==> config.mk <==
export PLATFORM = sky130hd
export DESIGN_NAME = detector_sequencia
export DESIGN_NICKNAME = d
export VERILOG_FILES = /design/src/rtl/detector_sequencia.sv
export SDC_FILE = /design/constraint.sdc
export NUM_CORES = 1
export LEC_CHECK = 0
export CAP_MARGIN = 20
export CORE_AREA = 4 4 64 66
export DETAILED_ROUTE_END_ITERATION = 10
export DIE_AREA = 0 0 68 70
export PLACE_DENSITY = 0.73
export SLEW_MARGIN = 20
export SYNTH_ARGS = -nofsm -noshare
export SYNTH_HDL_FRONTEND = slang
export SYNTH_SLANG_ARGS = --single-unit
==> constraint.sdc <==
create_clock -name clk -period 2.53 [get_ports clk]
set_input_delay 0.506 -clock clk [delete_from_list [all_inputs] [get_ports clk]]
set_output_delay 0.506 -clock clk [all_outputs]
set_load 0.05 [all_outputs]
==> src/rtl/detector_sequencia.sv <==
// ---------------------------------------------------------------------------
// detector_sequencia: serial pattern detector with optional per-bit mask.
//
// A WIDTH-bit pattern (and mask) is loaded, a search is started, and each
// qualified serial bit is shifted into a window. When the window is full and
// matches the pattern under the mask, encontrado pulses for one cycle and the
// saturating match counter contagem increments. Matches may overlap or not,
// selected per match by modo_sobreposto.
//
// Build option: define DETECTOR_SEQUENCIA_MASK_EN to honour mascara; without
// it mascara is ignored and every pattern bit is compared.
//
// Ports:
//   clk             clock, all logic on the rising edge
//   rst             synchronous active-high reset
//   setar_palavra   load palavra/mascara (IDLE or ARMED only)
//   palavra         pattern to detect
//   mascara         per-bit compare enable (1 = compare)
//   modo_sobreposto 1 = overlapping matches, 0 = non-overlapping
//   start           begin search (ARMED only)
//   stop            end search, back to ARMED
//   bit_in          serial data bit
//   bit_valid       bit_in qualifier
//   encontrado      one-cycle match pulse
//   contagem        saturating match count
//   ativo           high while searching
// ---------------------------------------------------------------------------
module detector_sequencia #(
  parameter int unsigned WIDTH = 8,
  parameter int unsigned CNT_W = 8
) (
  input  logic             clk,
  input  logic             rst,
  input  logic             setar_palavra,
  input  logic [WIDTH-1:0] palavra,
  input  logic [WIDTH-1:0] mascara,
  input  logic             modo_sobreposto,
  input  logic             start,
  input  logic             stop,
  input  logic             bit_in,
  input  logic             bit_valid,
  output logic             encontrado,
  output logic [CNT_W-1:0] contagem,
  output logic             ativo
);

  localparam int unsigned       FILL_W    = $clog2(WIDTH + 1);
  localparam logic [FILL_W-1:0] FILL_FULL = FILL_W'(WIDTH);

  typedef enum logic [1:0] {
    IDLE,
    ARMED,
    SEARCH
  } state_e;

  state_e             state_q, state_d;
  logic [WIDTH-1:0]   shift_q, shift_d;
  logic [FILL_W-1:0]  fill_q, fill_d;
  logic [WIDTH-1:0]   pattern_q, pattern_d;
  logic [WIDTH-1:0]   mask_q, mask_d;
  logic [CNT_W-1:0]   cnt_q, cnt_d;
  logic               enc_q, enc_d;
  logic               ativo_q, ativo_d;

  logic [WIDTH-1:0]   shifted_c;
  logic [FILL_W-1:0]  fill_inc_c;
  logic               match_c;
  logic [WIDTH-1:0]   mask_eff;

  // Effective compare mask
`ifdef DETECTOR_SEQUENCIA_MASK_EN
  assign mask_eff = mask_q;
`else
  logic unused_mask;
  assign mask_eff    = '1;
  assign unused_mask = ^mask_q;
`endif

  // Next-state and datapath
  always_comb begin
    state_d    = state_q;
    shift_d    = shift_q;
    fill_d     = fill_q;
    pattern_d  = pattern_q;
    mask_d     = mask_q;
    cnt_d      = cnt_q;
    enc_d      = 1'b0;
    match_c    = 1'b0;
    shifted_c  = {shift_q[WIDTH-2:0], bit_in};
    fill_inc_c = (fill_q == FILL_FULL) ? fill_q : fill_q + FILL_W'(1);

    case (state_q)
      IDLE: begin
        if (setar_palavra) begin
          pattern_d = palavra;
          mask_d    = mascara;
          state_d   = ARMED;
        end
      end
      ARMED: begin
        // A reload wins over a same-cycle start
        if (setar_palavra) begin
          pattern_d = palavra;
          mask_d    = mascara;
        end else if (start) begin
          state_d = SEARCH;
          shift_d = '0;
          fill_d  = '0;
          cnt_d   = '0;
        end
      end
      SEARCH: begin
        if (stop) begin
          state_d = ARMED;
        end else if (bit_valid) begin
          shift_d = shifted_c;
          fill_d  = fill_inc_c;
          match_c = (fill_inc_c == FILL_FULL) &&
                    (((shifted_c ^ pattern_q) & mask_eff) == '0);
          if (match_c) begin
            enc_d = 1'b1;
            if (cnt_q != '1) cnt_d = cnt_q + CNT_W'(1);
            // Non-overlapping: a fresh window must be collected
            if (!modo_sobreposto) fill_d = '0;
          end
        end
      end
      default: state_d = IDLE;
    endcase

    ativo_d = (state_d == SEARCH);
  end

  // State and output registers
  always_ff @(posedge clk) begin
    if (rst) begin
      state_q   <= IDLE;
      shift_q   <= '0;
      fill_q    <= '0;
      pattern_q <= '0;
      mask_q    <= '1;
      cnt_q     <= '0;
      enc_q     <= 1'b0;
      ativo_q   <= 1'b0;
    end else begin
      state_q   <= state_d;
      shift_q   <= shift_d;
      fill_q    <= fill_d;
      pattern_q <= pattern_d;
      mask_q    <= mask_d;
      cnt_q     <= cnt_d;
      enc_q     <= enc_d;
      ativo_q   <= ativo_d;
    end
  end

  assign encontrado = enc_q;
  assign contagem   = cnt_q;
  assign ativo      = ativo_q;

endmodule
### Word-level counts from Yosys, hierarchy flattened

Cells that the tools add are included.

| storage, ports and cells | value |
|---|---|
| register bits after elaboration | 31 |
| bits of input ports | 24 |
| output and inout bits | 10 |
| word-level logic and storage cells | 57 |

| operators by class | value |
|---|---|
| add/subtract/negate cells | 2 |
| equality and inequality tests | 12 |
| mux-type cells | 24 |
| bitwise logic cells | 3 |
| reductions and logical operators | 9 |

Operators by type and width:

| cell | count |
|---|---|
| $mux 8 | 6 |
| $mux 4 | 7 |
| $pmux 8 s2 | 1 |
| $mux 7 | 2 |
| $pmux 7 s2 | 1 |
| $ne 2x2->1 const B | 6 |
| $add 8x1->8 const B | 1 |
| $eq 4x4->1 const B | 2 |
| $logic_not 8->1 | 1 |
| $mux 2 | 4 |
| $ne 8x8->1 const B | 1 |
| $pmux 4 s2 | 1 |
| $xor 8x8->8 | 1 |
| $reduce_and 7->1 | 1 |
| $pmux 2 s3 | 1 |
| $reduce_and 5->1 | 1 |
| $add 4x1->4 const B | 1 |
| $eq 2x2->1 const B | 2 |
| $reduce_or 4->1 | 1 |
| $eq 2x1->1 const B | 1 |
| $logic_not 2->1 | 1 |
| $not 1->1 | 2 |
| $reduce_and 2->1 | 1 |
| $reduce_bool 2->1 | 1 |
| 3 further kinds | 3 |

### Longest topological paths before layout

Gate-level depths: netlist (run 1).

| logic depth | value |
|---|---|
| word-level depth | 8 |
| mapped depth | 9 |
| gate-level depth less buffers | 7 |

### Least setup slack after synthesis (run 1)

No wires, ideal clock.

| path | value |
|---|---|
| kind | reg2reg |
| start | register fill_q[0] |
| end | register cnt_q[3] (netlist: contagem[3]) |
| setup time | 0.069 ns |
| arrival time | 2.284 ns |
| required time | 2.461 ns |
| setup slack | 0.177 ns |
| stages on the path, launching flop included | 8 |
| buffers on the path | 1 |
| clock period less this slack | 2.353 ns |
| cells stage by stage | dfxtp_1 ha_1 nor2b_1 a2111o_1 or4b_1 buf_2 or4_1 o21ai_1 |

| between the ends | value |
|---|---|
| longest elaborated chain between the ends | 6 |
| elaborated cells on any way between the ends | 7 |
| those cells by class | 1 x add/sub; 3 x eq/ne; 1 x mux; 2 x reduce/logical |

RTL lines:

| what | RTL line | RTL |
|---|---|---|
| from (decl) | 58 | `logic [FILL_W-1:0] fill_q, fill_d;` |
| from (signal assigned) | 148 | `fill_q <= fill_d;` |
| $add 4x1->4 / $eq 4x4->1 (equally long branches) | 90 | `fill_inc_c = (fill_q == FILL_FULL) ? fill_q : fill_q + FILL_W'(1);` |
| $mux 4 * | 90 |  |
| $eq 4x4->1 * | 118 | `match_c = (fill_inc_c == FILL_FULL) &&` |
| $logic_and 1x1->1 * | 118 |  |
| $ne 2x2->1 (no line) * | - |  |
| $reduce_and 7->1 (no line) * | - |  |
| to (signal assigned) | 151 | `cnt_q <= cnt_d;` |
| to (decl) | 61 | `logic [CNT_W-1:0] cnt_q, cnt_d;` |

Mark *: on every way between the ends. The rest lies on a longest branch, timed or not.
A chain may end at the register's enable or synchronous reset.

### Final worst setup path (run 1)

Ends and elaborated chain as after synthesis.

==> results of run 1 <==
==> worst max-delay path by stage <==
| stage | slack [ps] | cells past startpoint | endpoint |
|---|---|---|---|
| after floorplan | 180 | 7 | contagem[3] |
| final | 100 | 7 | contagem[3] |
| after global placement | -60 | 7 | contagem[3] |
| after CTS | 40 | 7 | contagem[3] |
| after detailed placement | -80 | 7 | contagem[3] |
| after global routing | 10 | 7 | contagem[3] |
==> sequential cells by signal (all words and copies together) (netlist names) <==
name and count:
ativo 1, contagem 8, encontrado 1, fill_q 4
pattern_q 8, shift_q 7, state_q 2
==> cell type report <==
| class | instances | area share, % |
|---|---|---|
| Clock buffer | 7 | 2.33 |
| Sequential cell | 31 | 32.2 |
| Multi-Input combinational cell | 129 | 42.3 |
| Timing Repair Buffer | 39 | 18.6 |
| Inverter | 6 | 1.17 |
| Clock inverter | 1 | 0.259 |
| Tap cell | 48 | 3.11 |
==> cell families after synthesis <==
logic type,Yosys count,synth area share (%)
and+or+nand+nor,70,25.5
AOI/OAI and AO/OA,39,14.7
DFF,31,40.5
buffers and inverters,17,6.37
muxes,9,5.96
xor gates and xnor gates,8,4.57
adders and majority gates,3,2.45
==> through the flow <==
| step | utilization (%) | power (mW) | cells |
|---|---|---|---|
| 2_1_floorplan | - | 0.563 | 177 |
| 3_3_place_gp | 52.3 | 0.598 | 253 |
| 3_5_place_dp | 52.3 | 0.599 | 253 |
| 4_1_cts | 53.7 | 0.871 | 261 |
| 5_1_grt | 54.0 | 0.902 | 261 |
| 6_report | 54.0 | 0.859 | 261 |
==> power groups by stage <==
stage / logic [mW] / clock network [mW] / registers [mW]
4_1_cts: 0.0832 / 0.283 / 0.505
3_5_place_dp: 0.0830 / 0 / 0.516
2_1_floorplan: 0.0468 / 0 / 0.516
6_report: 0.0823 / 0.272 / 0.505
3_3_place_gp: 0.0816 / 0 / 0.516
5_1_grt: 0.0893 / 0.306 / 0.507
==> Yosys cell counts <==
cell type	instances
and3_1	1
or4b_1	1
nor2_1	12
or4_1	1
a211oi_1	3
nand4_1	6
a31oi_1	1
inv_1	6
clkbuf_8	1
buf_6	3
nand4b_1	1
mux2_1	1
a21oi_1	18
dfxtp_1	31
and2b_2	1
xnor2_1	7
mux2i_1	8
a2bb2oi_1	1
nand4bb_2	1
or3b_2	1
nand2_1	16
clkbuf_1	6
o21ai_0	7
o21ai_1	4
buf_2	1
nor2b_1	3
a2111o_1	1
nand3_1	12
o211ai_1	3
nor2b_4	1
xor2_1	1
or4bb_1	2
or3_1	6
nand2b_1	1
nor3_1	3
and3_2	1
ha_1	3
o41ai_1	1
==> repair_timing <==
item | CTS | global route
hold endpoints to repair | 0 | 0
setup endpoints to repair | 0 | 6
resized for setup | 0 | 3
==> per-layer routing <==
| layer | part of all wire, % | routed length (µm) |
|---|---|---|
| met5 | 0 | 0 |
| met4 | 1.8 | 54 |
| met3 | 4.9 | 149 |
| met2 | 47 | 1420 |
| met1 | 47 | 1410 |
==> critical path, stage by stage (launching register included) <==
cell      delay (ps)
dfxtp_2          340
ha_2             200
nor2b_1          140
a2111o_1         440
or4b_1           540
buf_6            170
or4_1            460
o21ai_1           80
==> metrics, run 1 <==
cell area after synthesis 1530 µm²; area occupied by registers 622 µm²; most frequent cells in the layout dfxtp_1, clkdlybuf4s50_1, a21oi_1; net switching power 207 µW; fin. max-slew vios 0; commonest non-fill, non-tap cell in the layout dfxtp_1; Critical R2R Capture contagem[3]; Max-slew headroom 67.0%; hold path start shift_q[1]; Root Driver clkbuf_4; met2 usage 20.8%; vias in the first global route 1150; Syn Inst Count 177; Post-CTS Setup Inserts 0; die area 4760 µm²; grt ovf 0; Final GP Congestion 0.813; Switching Share 24.1%; routed wire length per instance 11.6 µm; hold path depth 2; Seq pwr share 58.8%; Comb pwr share 9.6%; Fin. Hold Viols 0; via count 1340; I/O Pins 34; Avg Cell Area, Syn 8.66 µm²; final period utilization 95.9%; CTS H-tree lvls 2; Worst R2R Start fill_q[0]; hold_ws 484 ps; cells on worst reg2reg path 7; clk sinks 31; pin count of the biggest net entering global routing 27; pre-CTS setup slack -79.2 ps; FP Rows 22; PortBufs 25; clock slew at the register clock pins of the worst setup and hold paths 100 ps; Via density 5.13; DIE HEIGHT 70 µm; Tot GR Track Use 13.9%; worst vdd ir 0.000342 V; global-route wire length before repair 5180 µm; DR pass1 iterations 4; max cap viols 0; CTS tree done; Worst Max-Slew Pin Slew 493 ps; pwr dens 445 nW/µm²; Final Cell Area 1930 µm²; initial antenna violation count 0; Total Neg Setup Slack 0 ps; maximum clock path buffer count 2; Max Clk Rate 412 MHz; diode count 0; synth unique cells 38; P_int 652 µW; starting density of the core 42.8%; Startpoint Class register; number of synthesized register bits 31; nets 239; worst hold path type register to register; syn nets 204; worst hold path endpoint shift_q[2]; final setup violation count 0; multi-input logic area 817 µm²; R2R setup slack 100 ps; Clock power frac 31.7%; met3 Track Usage GR 4.02%; setup ws final 103 ps; Post-CTS Hold Fix Bufs 0; Die Width 68 µm; Synth warnings 0; post-synthesis sequential area ratio 40.5%; crit path time final 2430 ps; Setup crit end kind register; routing usage on met1 18.5%; initial DRC count 76; DP Area 1870 µm²; clk_lat worst skew 330 ps; crit path max fanout 16; proportion of netlist area held by the largest area contributor 40.5%; dominant cell type by area after synthesis dfxtp_1; HPWL after DPL 2190 µm; CP arrival 2690 ps; Layout Skew 6.89 ps; Routed Antenna Nets 0; Fill cells 338; ranking of synthesized cells by area dfxtp_1, a21oi_1, mux2i_1; leak pwr 0.677 nW; DRC 0; ratio of cells with drive above 1 in the final layout 12.7%; CTS buffer count 5; Synth-to-Final Area Change 26.0%; total wire length 3030 µm; GRT Max-Usage Layer met2; Core ar. 3580 µm²; critical path class register to register; required time of the critical path 2790 ps; status finished, final reports clean; RSZ-0062 raised after global routing no; CP Launch Point fill_q[0]
Note: power is estimated with default switching activity, not from simulation.
==> run 2, diff against run 1 <==
--- a/config.mk
+++ b/config.mk
@@ -9,7 +9,7 @@
 export CORE_AREA = 4 4 64 66
 export DETAILED_ROUTE_END_ITERATION = 10
 export DIE_AREA = 0 0 68 70
-export PLACE_DENSITY = 0.73
+export PLACE_DENSITY = 0.74
 export SLEW_MARGIN = 20
 export SYNTH_ARGS = -nofsm -noshare
 export SYNTH_HDL_FRONTEND = slang
==> metrics, run 2 (synthesis results as in run 1) <==
status finished, final reports clean; Worst Max-Slew Pin Slew 513 ps; starting density of the core 42.8%; final setup violation count 0; Fill cells 334; Fin. Hold Viols 0; DRC 0; CP Launch Point fill_q[0]; clk_lat worst skew 330 ps; Worst R2R Start fill_q[0]; critical path class register to register; Layout Skew 7.96 ps; Core ar. 3580 µm²; Max-slew headroom 65.7%; initial antenna violation count 0; ratio of cells with drive above 1 in the final layout 14.0%; most frequent cells in the layout dfxtp_1, clkdlybuf4s50_1, a21oi_1; worst hold path type register to register; CTS buffer count 5; required time of the critical path 2800 ps; Final Cell Area 1970 µm²; leak pwr 0.702 nW; Via density 5.13; Synth-to-Final Area Change 28.8%; RSZ-0062 raised after global routing no; final period utilization 96.1%; Die Width 68 µm; area occupied by registers 622 µm²; cells on worst reg2reg path 7; CTS H-tree lvls 2; hold_ws 484 ps; Max Clk Rate 411 MHz; DP Area 1870 µm²; maximum clock path buffer count 2; pwr dens 503 nW/µm²; multi-input logic area 817 µm²; total wire length 3120 µm; crit path max fanout 16; Setup crit end kind register; fin. max-slew vios 0; DIE HEIGHT 70 µm; DR pass1 iterations 4; routed wire length per instance 11.9 µm; vias in the first global route 1216; max cap viols 0; via count 1343; Critical R2R Capture contagem[3]; clk sinks 31; clock slew at the register clock pins of the worst setup and hold paths 100 ps; R2R setup slack 100 ps; Routed Antenna Nets 0; diode count 0; CTS tree done; Critical Path Sink contagem[3]; Startpoint Class register; HPWL after DPL 2220 µm; nets 240; FP Rows 22; global-route wire length before repair 5120 µm; initial DRC count 47; Root Driver clkbuf_4; die area 4760 µm²; Tot GR Track Use 13.8%; commonest non-fill, non-tap cell in the layout dfxtp_1; grt ovf 0; PortBufs 25; worst vdd ir 0.000312 V; CP arrival 2700 ps; I/O Pins 34; Final GP Congestion 0.789; pin count of the biggest net entering global routing 27; crit path time final 2430 ps
-- run 2: changes by cell type in the layout (fill, tap and decap cells not counted) --
cell	change
clkbuf_1	-2
buf_4	+1
clkbuf_8	+1
bufinv_16	+1
-- run 2: worst min-delay path by stage --
stage	startpoint	to	slack [ps]	cells past startpoint
after global routing	shift_q[1]	shift_q[2]	510	2
after floorplan	shift_q[2]	shift_q[3]	460	2
after global placement	shift_q[0]	shift_q[1]	470	2
after CTS	shift_q[5]	shift_q[6]	490	2
final	shift_q[5]	shift_q[6]	480	2
after detailed placement	shift_q[6]	shift_q[6]	480	2
-- run 2: power breakdown --
group          switching (mW)  total [mW]  internal, mW
clock                   0.172       0.405         0.233
sequential            0.00719       0.505         0.498
combinational          0.0358      0.0823        0.0465
total                   0.215       0.993         0.778
-- run 2: layer usage --
layer	up-vias	part of all wire [%]	GRT usage [%]
met4	0	2.2	6.18
met5	-	0	0
li1	704	-	-
met1	609	47	16.5
met2	23	47	22.2
met3	7	4.5	4.34
-- run 2: layout make-up --
class	count	area share [%]
clock inverters	2	1.77
clock buffers	6	2.60
flip-flops and latches	31	31.5
inverters	6	1.14
repair buffers	40	18.6
well taps	48	3.04
multi-input cells	129	41.4
-- run 2: metrics by stage --
step | cells | util (%) | power (mW) | worst slack, ps | TNS (ps)
floorplan | 177 | - | 0.563 | 177 | 0
global placement | 253 | 52.3 | 0.597 | -56.0 | -68.1
detailed placement | 253 | 52.3 | 0.599 | -93.7 | -349
CTS | 261 | 54.8 | 1.00 | 34.6 | 0
global route | 262 | 55.2 | 1.04 | 2.71 | 0
finish | 262 | 55.2 | 0.993 | 98.9 | 0
-- run 2: worst max-delay path: stages, from the launching register on --
cell      delay (ps)
dfxtp_2          350
ha_2             200
nor2b_1          140
a2111o_1         430
or4b_1           540
buf_6            170
or4_1            460
o21ai_1           80
-- run 2: what timing repair did --
item                                    4_1_cts  5_1_grt
resized for setup                             0        3
endpoints found under the setup margin        0        5
buffers inserted                              0        1
hold buffers                                  0        0
==> run 3, diff against run 2 <==
--- a/config.mk
+++ b/config.mk
@@ -7,6 +7,7 @@
 export LEC_CHECK = 0
 export CAP_MARGIN = 20
 export CORE_AREA = 4 4 64 66
+export CTS_CLUSTER_DIAMETER = 200
 export DETAILED_ROUTE_END_ITERATION = 10
 export DIE_AREA = 0 0 68 70
 export PLACE_DENSITY = 0.74
==> results of run 3 <==
Final layout, timing and power as in run 2 (identical DEF).
